$ cat src/rtl/reg_bank_writer.sv
// rtl/reg_bank_writer.sv - write side of the A/B/C/D register set: one-entry pending stage, commit of load/inc/dec/clr
module reg_bank_writer #(
  parameter int WIDTH = 8,
  parameter logic [WIDTH-1:0] RST_VAL = '0
) (
  input  logic             clk,
  input  logic             rst_n,
  input  logic             wr_valid,
  output logic             wr_ready,
  input  logic [1:0]       wr_sel,
  input  logic [1:0]       wr_op,
  input  logic [WIDTH-1:0] wr_data,
  input  logic             freeze,
  output logic [WIDTH-1:0] Aout,
  output logic [WIDTH-1:0] Bout,
  output logic [WIDTH-1:0] Cout,
  output logic [WIDTH-1:0] Dout,
  output logic             done,
  output logic [1:0]       done_sel,
  output logic             wrap
);

  typedef enum logic [1:0] {OP_LOAD, OP_INC, OP_DEC, OP_CLR} op_t;

  localparam logic [WIDTH-1:0] ONE     = WIDTH'(1);
  localparam logic [WIDTH-1:0] ALL_ONE = '1;

  logic             pend_valid;
  logic [1:0]       pend_sel;
  op_t              pend_op;
  logic [WIDTH-1:0] pend_data;
  logic [WIDTH-1:0] regs [4];

  logic             accept;
  logic             commit;
  logic [WIDTH-1:0] cur_val;
  logic [WIDTH-1:0] next_val;
  logic             next_wrap;

  // A full pending stage can still take a new request when it commits on the same edge.
  assign wr_ready = !pend_valid || !freeze;
  assign accept   = wr_valid && wr_ready;
  assign commit   = pend_valid && !freeze;
  assign cur_val  = regs[pend_sel];

  always_comb begin
    next_val  = cur_val;
    next_wrap = 1'b0;
    case (pend_op)
      OP_LOAD: next_val = pend_data;
      OP_INC: begin
        next_val  = cur_val + ONE;
        next_wrap = (cur_val == ALL_ONE);
      end
      OP_DEC: begin
        next_val  = cur_val - ONE;
        next_wrap = (cur_val == '0);
      end
      OP_CLR: next_val = '0;
    endcase
  end

  always_ff @(posedge clk or negedge rst_n) begin
    if (!rst_n) begin
      pend_valid <= 1'b0;
      pend_sel   <= 2'd0;
      pend_op    <= OP_LOAD;
      pend_data  <= '0;
      done       <= 1'b0;
      done_sel   <= 2'd0;
      wrap       <= 1'b0;
      for (int i = 0; i < 4; i++) regs[i] <= RST_VAL;
    end else begin
      if (accept) begin
        pend_valid <= 1'b1;
        pend_sel   <= wr_sel;
        pend_op    <= op_t'(wr_op);
        pend_data  <= wr_data;
      end else if (commit) begin
        pend_valid <= 1'b0;
      end
      done     <= commit;
      done_sel <= commit ? pend_sel : 2'd0;
      wrap     <= commit && next_wrap;
      if (commit) regs[pend_sel] <= next_val;
    end
  end

  assign Aout = regs[0];
  assign Bout = regs[1];
  assign Cout = regs[2];
  assign Dout = regs[3];

endmodule

$ cat config.mk
export PLATFORM = sky130hd
export DESIGN_NAME = reg_bank_writer
export DESIGN_NICKNAME = d
export VERILOG_FILES = /design/src/rtl/reg_bank_writer.sv
export SDC_FILE = /design/constraint.sdc
export NUM_CORES = 1
export LEC_CHECK = 0
export ABC_AREA = 1
export CAP_MARGIN = 20
export CORE_MARGIN = 8
export CORE_UTILIZATION = 51
export CTS_CLUSTER_DIAMETER = 200
export DETAILED_ROUTE_END_ITERATION = 8
export PLACE_DENSITY = 0.89
export SLEW_MARGIN = 5
export SYNTH_ARGS = -nofsm -noshare
export SYNTH_HDL_FRONTEND = slang
export SYNTH_SLANG_ARGS = --single-unit
$ cat constraint.sdc
create_clock -name clk -period 2.6 [get_ports clk]
set_input_delay 0.52 -clock clk [delete_from_list [all_inputs] [get_ports clk]]
set_output_delay 0.52 -clock clk [all_outputs]
set_load 0.03 [all_outputs]
==> results.md <==
* CP required at 2.83 ns
* Placed cell count at around 450
* # rows at 26
* DRT iter0 DRCs at 139
* Final Non-Filler Cells at around 460
* Post-synth EDFFs at 0
* Crit. path cell count at 13
* Actual slew at the worst max-slew pin at 0.624 ns
* Vias in the first global route at roughly 2400
* Mean Syn Cell Area at 8.18 sq um
* Status: complete, no violations
* FF/Latch Area at between 1000 and 1500 sq um
* Worst R2R Path Depth at 13
* Max FO, Critical Path at 8
* Total wire length at around 7000 um
* Syn_nets at 350
* First-pass GRT wire length at about 12000 um
* CP top delay family: compound AO/OA/AOI/OAI gates
* Lkg Pwr at approximately 1.6 nW
* Post-route setup slack at between 0.2 and 0.25 ns
* Die height at between 80 and 90 um
* Antenna cells at 0
* Area Growth Syn to Fin at 28.2%
* Maximum clock frequency at about 420 MHz
* Die Width at between 80 and 90 um
* Drt wl/cell at around 15 um
* Worst skew pair latency at around 0.31 ns
* Slowest-stage cell, CP: dfrtp_2
* First-pass detailed-route iteration total at 6
* Worst setup path class: reg2reg
* Fin. max-slew vios at 0
* Global route overflow at 0
* Layout cell share with drive strength beyond 1 at approximately 13%
* Fillers at ~440
* Footprint of the multi-input gates at between 1000 and 1500 sq um
* Commonest non-fill, non-tap cell in the layout: nand2_1
* Peak supply drop at between 0.5 and 0.6 mV
* Initial core utilization at 52.2%
* IO Pins at 53
* Post-DRT Antenna Nets at 0
* Root Buffer: clkbuf_8
* Post-synthesis cell type count at 36
* Cells after Synth at roughly 320
* CP most frequent cell: nand2_1
* Synthesized flop and latch total at between 40 and 50
* Final hold violation count at 0
* Nets@finish at between 400 and 500
* Largest net degree at the start of global routing at 30
* Async set or reset register ratio after synthesis at 100%
* Num CTS Buffers at 5
* Seq/Total Area, Yosys at between 40% and 50%
* CTS sink count at 49
* Final Cycle Share at 92.2%
* Slew margin rel. at 58.4%
* Hold_ws at 0.213 ns
* Worst slack, placed at -0.0000742 ns
* Die area at between 7000 and 8000 sq um
* Synth Flop Type: dfrtp_1
* Placer congestion estimate at about 0.94
* PwrDens at about 1100 nW/um^2
* Synth warn at 0
* Vias at between 2000 and 2500
* Min Tclk post-route at 2.40 ns
* Crit path buf inv count at 1
* Clk_skew at 0.00867 ns
* Critical Path AT at between 2 and 3 ns
* Mapped cell area at 2650 sq um
* Clock-pin slew on the worst setup and hold paths at 0.09 ns
* CTS tree: done
* # H-tree levels at 2
* Final setup violation count at 0
* Most frequent cells in the layout: nand2_1, clkdlybuf4s50_1, dfrtp_1
* Setup_tns at 0 ns
* Startpoint types: register
* Largest stage delay, worst path at 0.50 ns
* Core area at between 5000 and 6000 sq um
* CP endpoint kind: register
* Antenna violations before repair at 0
* Unrepaired setup endpoints after global routing: no
* Max-Cap Viols at 0
* Post-detail-place hpwl at between 5000 and 6000 um
* CTS Buffer Depth at 2
* Critical Path, Cell by Cell: inv_8 -> nand2_1 -> nor2_1 -> nor2_1 -> o221ai_1 -> ha_1 -> nand2_1 -> nand2_1 -> a31oi_1 -> o21ai_0 -> o21ai_2 -> nand2_1 -> o21ai_0
* Overall Global Routing Usage at 19.4%
* Number of vias per cell at 5.18
* Port Buffers at between 50 and 60
* Post-route DRC at 0
* Worst Hold Class: in2async
layout make-up:
class / count / area share [%]
tap: 70 / 2.58
sequential: 49 / 36.1
clock buffer: 5 / 2.03
multi-input combinational: 232 / 36.6
inverter: 38 / 4.42
timing repair buffer: 60 / 16.9
clock inverter: 3 / 1.29
state kept, by name (all words and copies together) (netlist names):
register / flops
Aout: 8
Bout: 8
Cout: 8
Dout: 8
done: 1
done_sel: 2
pend_data: 8
pend_op: 2
pend_sel: 2
pend_valid: 1
wrap: 1
power breakdown:
part	total, W	internal, W	leakage [nW]	switching, W
Combinational	0.00207	0.000792	0.969	0.00128
Sequential	0.00126	0.00102	0.615	0.000236
Clock	0.000550	0.000288	0.0585	0.000262
Total	0.00388	0.00210	1.64	0.00178
path summary, 6_finish.rpt:
check	start	endpoint	slack [ns]
setup / recovery	pend_sel[0]	Cout[4]	0.20
setup reg to reg	pend_sel[0]	Cout[4]	0.20
hold reg to reg	pend_data[7]	pend_data[7]	0.52
hold / removal	rst_n	Cout[7]	0.21
max in group asynchronous	rst_n	Bout[1]	1.75
min in group clk	pend_data[7]	pend_data[7]	0.52
cells by family after synthesis:
family | after synthesis | share of synthesized area [%]
and+or+nand+nor | 166 | 27.9
DFF | 49 | 46.3
AOI/OAI and AO/OA | 48 | 10.4
buffers and inverters | 43 | 6.94
adders and majority gates | 10 | 5.01
muxes | 8 | 3.40
timing repair:
| action | 4_1_cts | 5_1_grt |
|---|---|---|
| gates resized for setup | 1 | 2 |
| setup endpoints to repair | 2 | 9 |
| setup buffers | 0 | 2 |
| endpoints found under the hold margin | 0 | 0 |
| hold buffers | 0 | 0 |
| gates cloned | 0 | 0 |
synth_stat cells (2+ instances only):
cell type,count,area [sq um]
ha_1,9,113
o21ai_0,22,110
nor2_1,29,109
a31oi_1,5,31.3
nand2_4,2,22.5
a22oi_1,2,15.0
inv_1,34,128
buf_2,3,15.0
nand3_2,4,40.0
nor2_4,2,22.5
nand2_2,9,56.3
mux2_2,8,90.1
nand2_1,110,413
inv_2,2,7.51
a21oi_1,11,55.1
nand3_1,4,20.0
dfrtp_1,49,1230
through the flow:
step / cell area, sq um / util [%] / power (W)
4_1_cts: 3380 / 66.5 / 0.00388
2_1_floorplan: 2650 / - / 0.00248
5_1_grt: 3400 / 66.9 / 0.00411
3_5_place_dp: 3260 / 64.3 / 0.00333
6_report: 3400 / 66.9 / 0.00388
3_3_place_gp: 3260 / 64.3 / 0.00328
metal layers:
layer	global-route usage, %	up-vias	wire length [um]
met2	33.0	103	3460
met4	7.37	0	138
met5	0	-	0
met1	23.0	1094	2890
met3	4.60	15	532
li1	-	1153	-
Note: power is estimated with default switching activity, not from simulation.
==> RTL change 1 (config.mk and constraints unchanged) <==
Reset style: synchronous (`rst_n`), changed in one clocked block.
--- a/src/rtl/reg_bank_writer.sv
+++ b/src/rtl/reg_bank_writer.sv
@@ -60,7 +60,7 @@
     endcase
   end
 
-  always_ff @(posedge clk or negedge rst_n) begin
+  always_ff @(posedge clk) begin
     if (!rst_n) begin
       pend_valid <= 1'b0;
       pend_sel   <= 2'd0;
Function: differs if rst_n is asserted again (counterexample within 4 cycles, from zero or initial values and one cycle with rst_n low); with rst_n held inactive, the same outputs for 10 cycles.
==> RTL change 1 against the original RTL <==
Design area decreased by 4.7%. Sequential cell count increased by 2. Worst setup slack got worse by 0.058 ns. Area after synthesis decreased by 4.5%. Routed wire length decreased by 2.7%. Critical endpoint is now regs[3][6]$_DFFE_PP_.
Power is not compared: it rests on default switching activity, and its combinational part moved more than twofold at a synthesized area within 25%.
==> RTL change 1: results <==
metrics = {
    "status": {
        "outcome": "finished clean",
    },
    "routing": {
        "via_per_inst": 5.50,
        "wire_per_inst_um": 16.2,
    },
    "finish": {
        "buf_share_pct": 17.9,
        "sh_seq_area_pct": 41.4,
        "final-clk-cell-share_pct": 2.67,
        "fin_cells": 421,
        "finalNetCount": 379,
        "inverters": 32,
    },
    "timing": {
        "clock_skew_ns": 0.00939,
    },
    "logic_synthesis": {
        "syn_area_per_cell_um2": 8.61,
        "ys_seq_area_share_pct": 53.0,
        "ys_async_sr_fraction_pct": 0,
        "synth.net_count": 320,
        "synth_ff_type": "edfxtp_1",
        "ys_types": 31,
    },
    "global_routing": {
        "grt_pass1_wl_mm": 11.1,
        "grt_max_degree": 21,
        "grt_pass1_vias": 2343,
        "grt_util_all_layers_pct": 19.0,
    },
    "setup_path": {
        "worstPathMaxFanout": 17,
        "reg2regPathDepth": 10,
    },
    "min_path": {
        "hp-class": "reg2reg",
    },
    "place": {
        "dp.cells": 413,
    },
    "clocking": {
        "ctsResizeCount": 0,
    },
}
==> RTL change 1: changes by cell type in the layout (fill, tap and decap cells not counted), moves of 12 or more <==
cell,change
nand2_1,-49
dfrtp_1,-48
edfxtp_1,+32
dfxtp_1,+19
nor2_1,+16
nand3_1,+13
a21oi_1,+12
==> RTL change 1: worst paths after layout <==
path | to | slack (ns)
max | regs[3][6]$_DFFE_PP_ | 0.14
min | pend_data[1]$_SDFFE_PN0P_ | 0.51
max reg2reg | regs[3][6]$_DFFE_PP_ | 0.14
min reg2reg | pend_data[1]$_SDFFE_PN0P_ | 0.51
==> RTL change 1: cell families after synthesis <==
group | share of synthesized area [%]
AND/OR/NAND/NOR | 21.5
AO/OA/AOI/OAI | 13.5
flip-flops | 53.0
adder cells (fa/ha/maj) | 5.24
buffers and inverters | 6.73
==> RTL change 1: per-layer routing <==
metal  GRT usage (%)  routed length, um  vias up
met5               0                  0        -
met4            8.92                154        0
met3            5.20                729       24
met2            32.0               3320      156
met1            21.7               2620     1035
li1                -                  -     1100
==> RTL change 2 (config.mk and constraints unchanged) <==
Made on the original files. The parameter `WIDTH` goes from 8 to 10.
--- a/src/rtl/reg_bank_writer.sv
+++ b/src/rtl/reg_bank_writer.sv
@@ -1,6 +1,6 @@
 // rtl/reg_bank_writer.sv - write side of the A/B/C/D register set: one-entry pending stage, commit of load/inc/dec/clr
 module reg_bank_writer #(
-  parameter int WIDTH = 8,
+  parameter int WIDTH = 10,
   parameter logic [WIDTH-1:0] RST_VAL = '0
 ) (
   input  logic             clk,
Interface: changed (5 resized); port bits go from 53 to 63. The function was not compared with the original's and may differ.
==> RTL change 2 against the original RTL <==
The run now ends with negative setup slack left. Design area up 27%. Area after synthesis grew 18%. Power up 35%. Combinational power is 27% higher. Routed wire length grew 39%. Worst setup slack worse by 0.21 ns. Sequential cell count grew 10. Clock skew rose by 0.0013 ns. Critical endpoint is now Aout[4]$_DFFE_PN0P_.
==> RTL change 2: results <==
metrics = {
    "timing": {
        "clock_skew_ns": 0.0100,
        "setup_tns_ns": -0.00427,
        "worst_slack_ns": -0.00427,
        "finalSetupViolCount": 1,
        "relSlewSlack_pct": 55.0,
        "fin_hold_ws_ns": 0.201,
    },
    "routing": {
        "wire_per_inst_um": 17.2,
        "vias": 3298,
        "drtIter0Drc": 307,
    },
    "setup_path": {
        "critical_path.top_delay_family": "simple AND/OR/NAND/NOR gates",
        "crit_start": "pend_sel[1]$_DFFE_PN0P_",
        "critPathCapture": "Aout[4]$_DFFE_PN0P_",
        "crit_arrival_ns": 2.84,
        "reg2regPathDepth": 13,
    },
    "status": {
        "violations": "negative setup slack",
        "outcome": "finished with violations",
    },
    "place": {
        "dp_hpwl_mm": 6.62,
        "dp_slack_ns": -0.0780,
        "place.gp.congestion": 0.921,
        "io_buffers": 62,
        "dp.cells": 545,
    },
    "power_and_ir_drop": {
        "p_comb_w": 0.00263,
        "total_leakage_power_nw": 2.08,
        "ir_worst_vdd_mv": 0.802,
    },
    "logic_synthesis": {
        "ys_ff_latch": 59,
        "synth_ff_type": "dfrtp_1",
        "yosys-top-cells-area": "dfrtp_1 47%, nand2_1 21%, ha_1 4.4%",
        "ys_types": 31,
        "synth_commonest_cells": "179 x nand2_1, 59 x dfrtp_1, 33 x inv_1",
        "syn_area_per_cell_um2": 7.67,
        "synth.net_count": 439,
    },
    "finish": {
        "fin_cells": 566,
        "fill_cells": 418,
        "nMultiInputCombCells": 305,
        "inverters": 39,
        "multi_input_area_share_pct": 37.4,
        "drive_above_1_share_pct": 14.9,
        "finalNetCount": 517,
        "seq_area_um2": 1480,
        "clkbuf_count": 11,
        "nNonClkBuffers": 73,
        "final-clk-cell-share_pct": 5.78,
    },
    "global_routing": {
        "grt_util_all_layers_pct": 21.2,
        "grt_pass1_wl_mm": 14.9,
        "grt_pass1_vias": 3084,
        "grt_max_degree": 32,
    },
    "clocking": {
        "numCtsBuffers": 9,
        "clkLatencyLatePin_ns": 0.35,
        "ctsResizeCount": 2,
        "clk_pin_slew_ns": 0.07,
    },
    "floorplan": {
        "dieWidth_um": 94.4,
    },
}
-- RTL change 2: cell count changes in the layout (fill, tap and decap cells not counted), sizes merged, moves of 3 or more --
cell           delta
nand3             +7
dfrtp            +10
a31oi             -4
buf               +3
clkdlybuf4s50    +10
nand2            +61
clkbuf            +6
-- RTL change 2: cells by family (layout without fill, tap and decap cells) --
kind of cell / count (synthesis) / after routing / share of synthesized area [%]
DFF: 59 / 59 / 47.0
and+or+nand+nor: 238 / 239 / 30.5
buffers and inverters: 46 / 127 / 5.74
muxes: 10 / 10 / 3.59
adders and majority gates: 12 / 12 / 5.02
AOI/OAI and AO/OA: 44 / 44 / 8.05
-- RTL change 2: routing by layer --
| layer | GRT usage, % | part of all wire [%] | wire length (um) | up-vias |
|---|---|---|---|---|
| met5 | 0 | 0 | 0 | - |
| met4 | 12.5 | 4.7 | 454 | 0 |
| met3 | 3.41 | 10 | 988 | 57 |
| met2 | 34.1 | 47 | 4600 | 234 |
| met1 | 26.3 | 38 | 3680 | 1561 |
| li1 | - | - | - | 1446 |
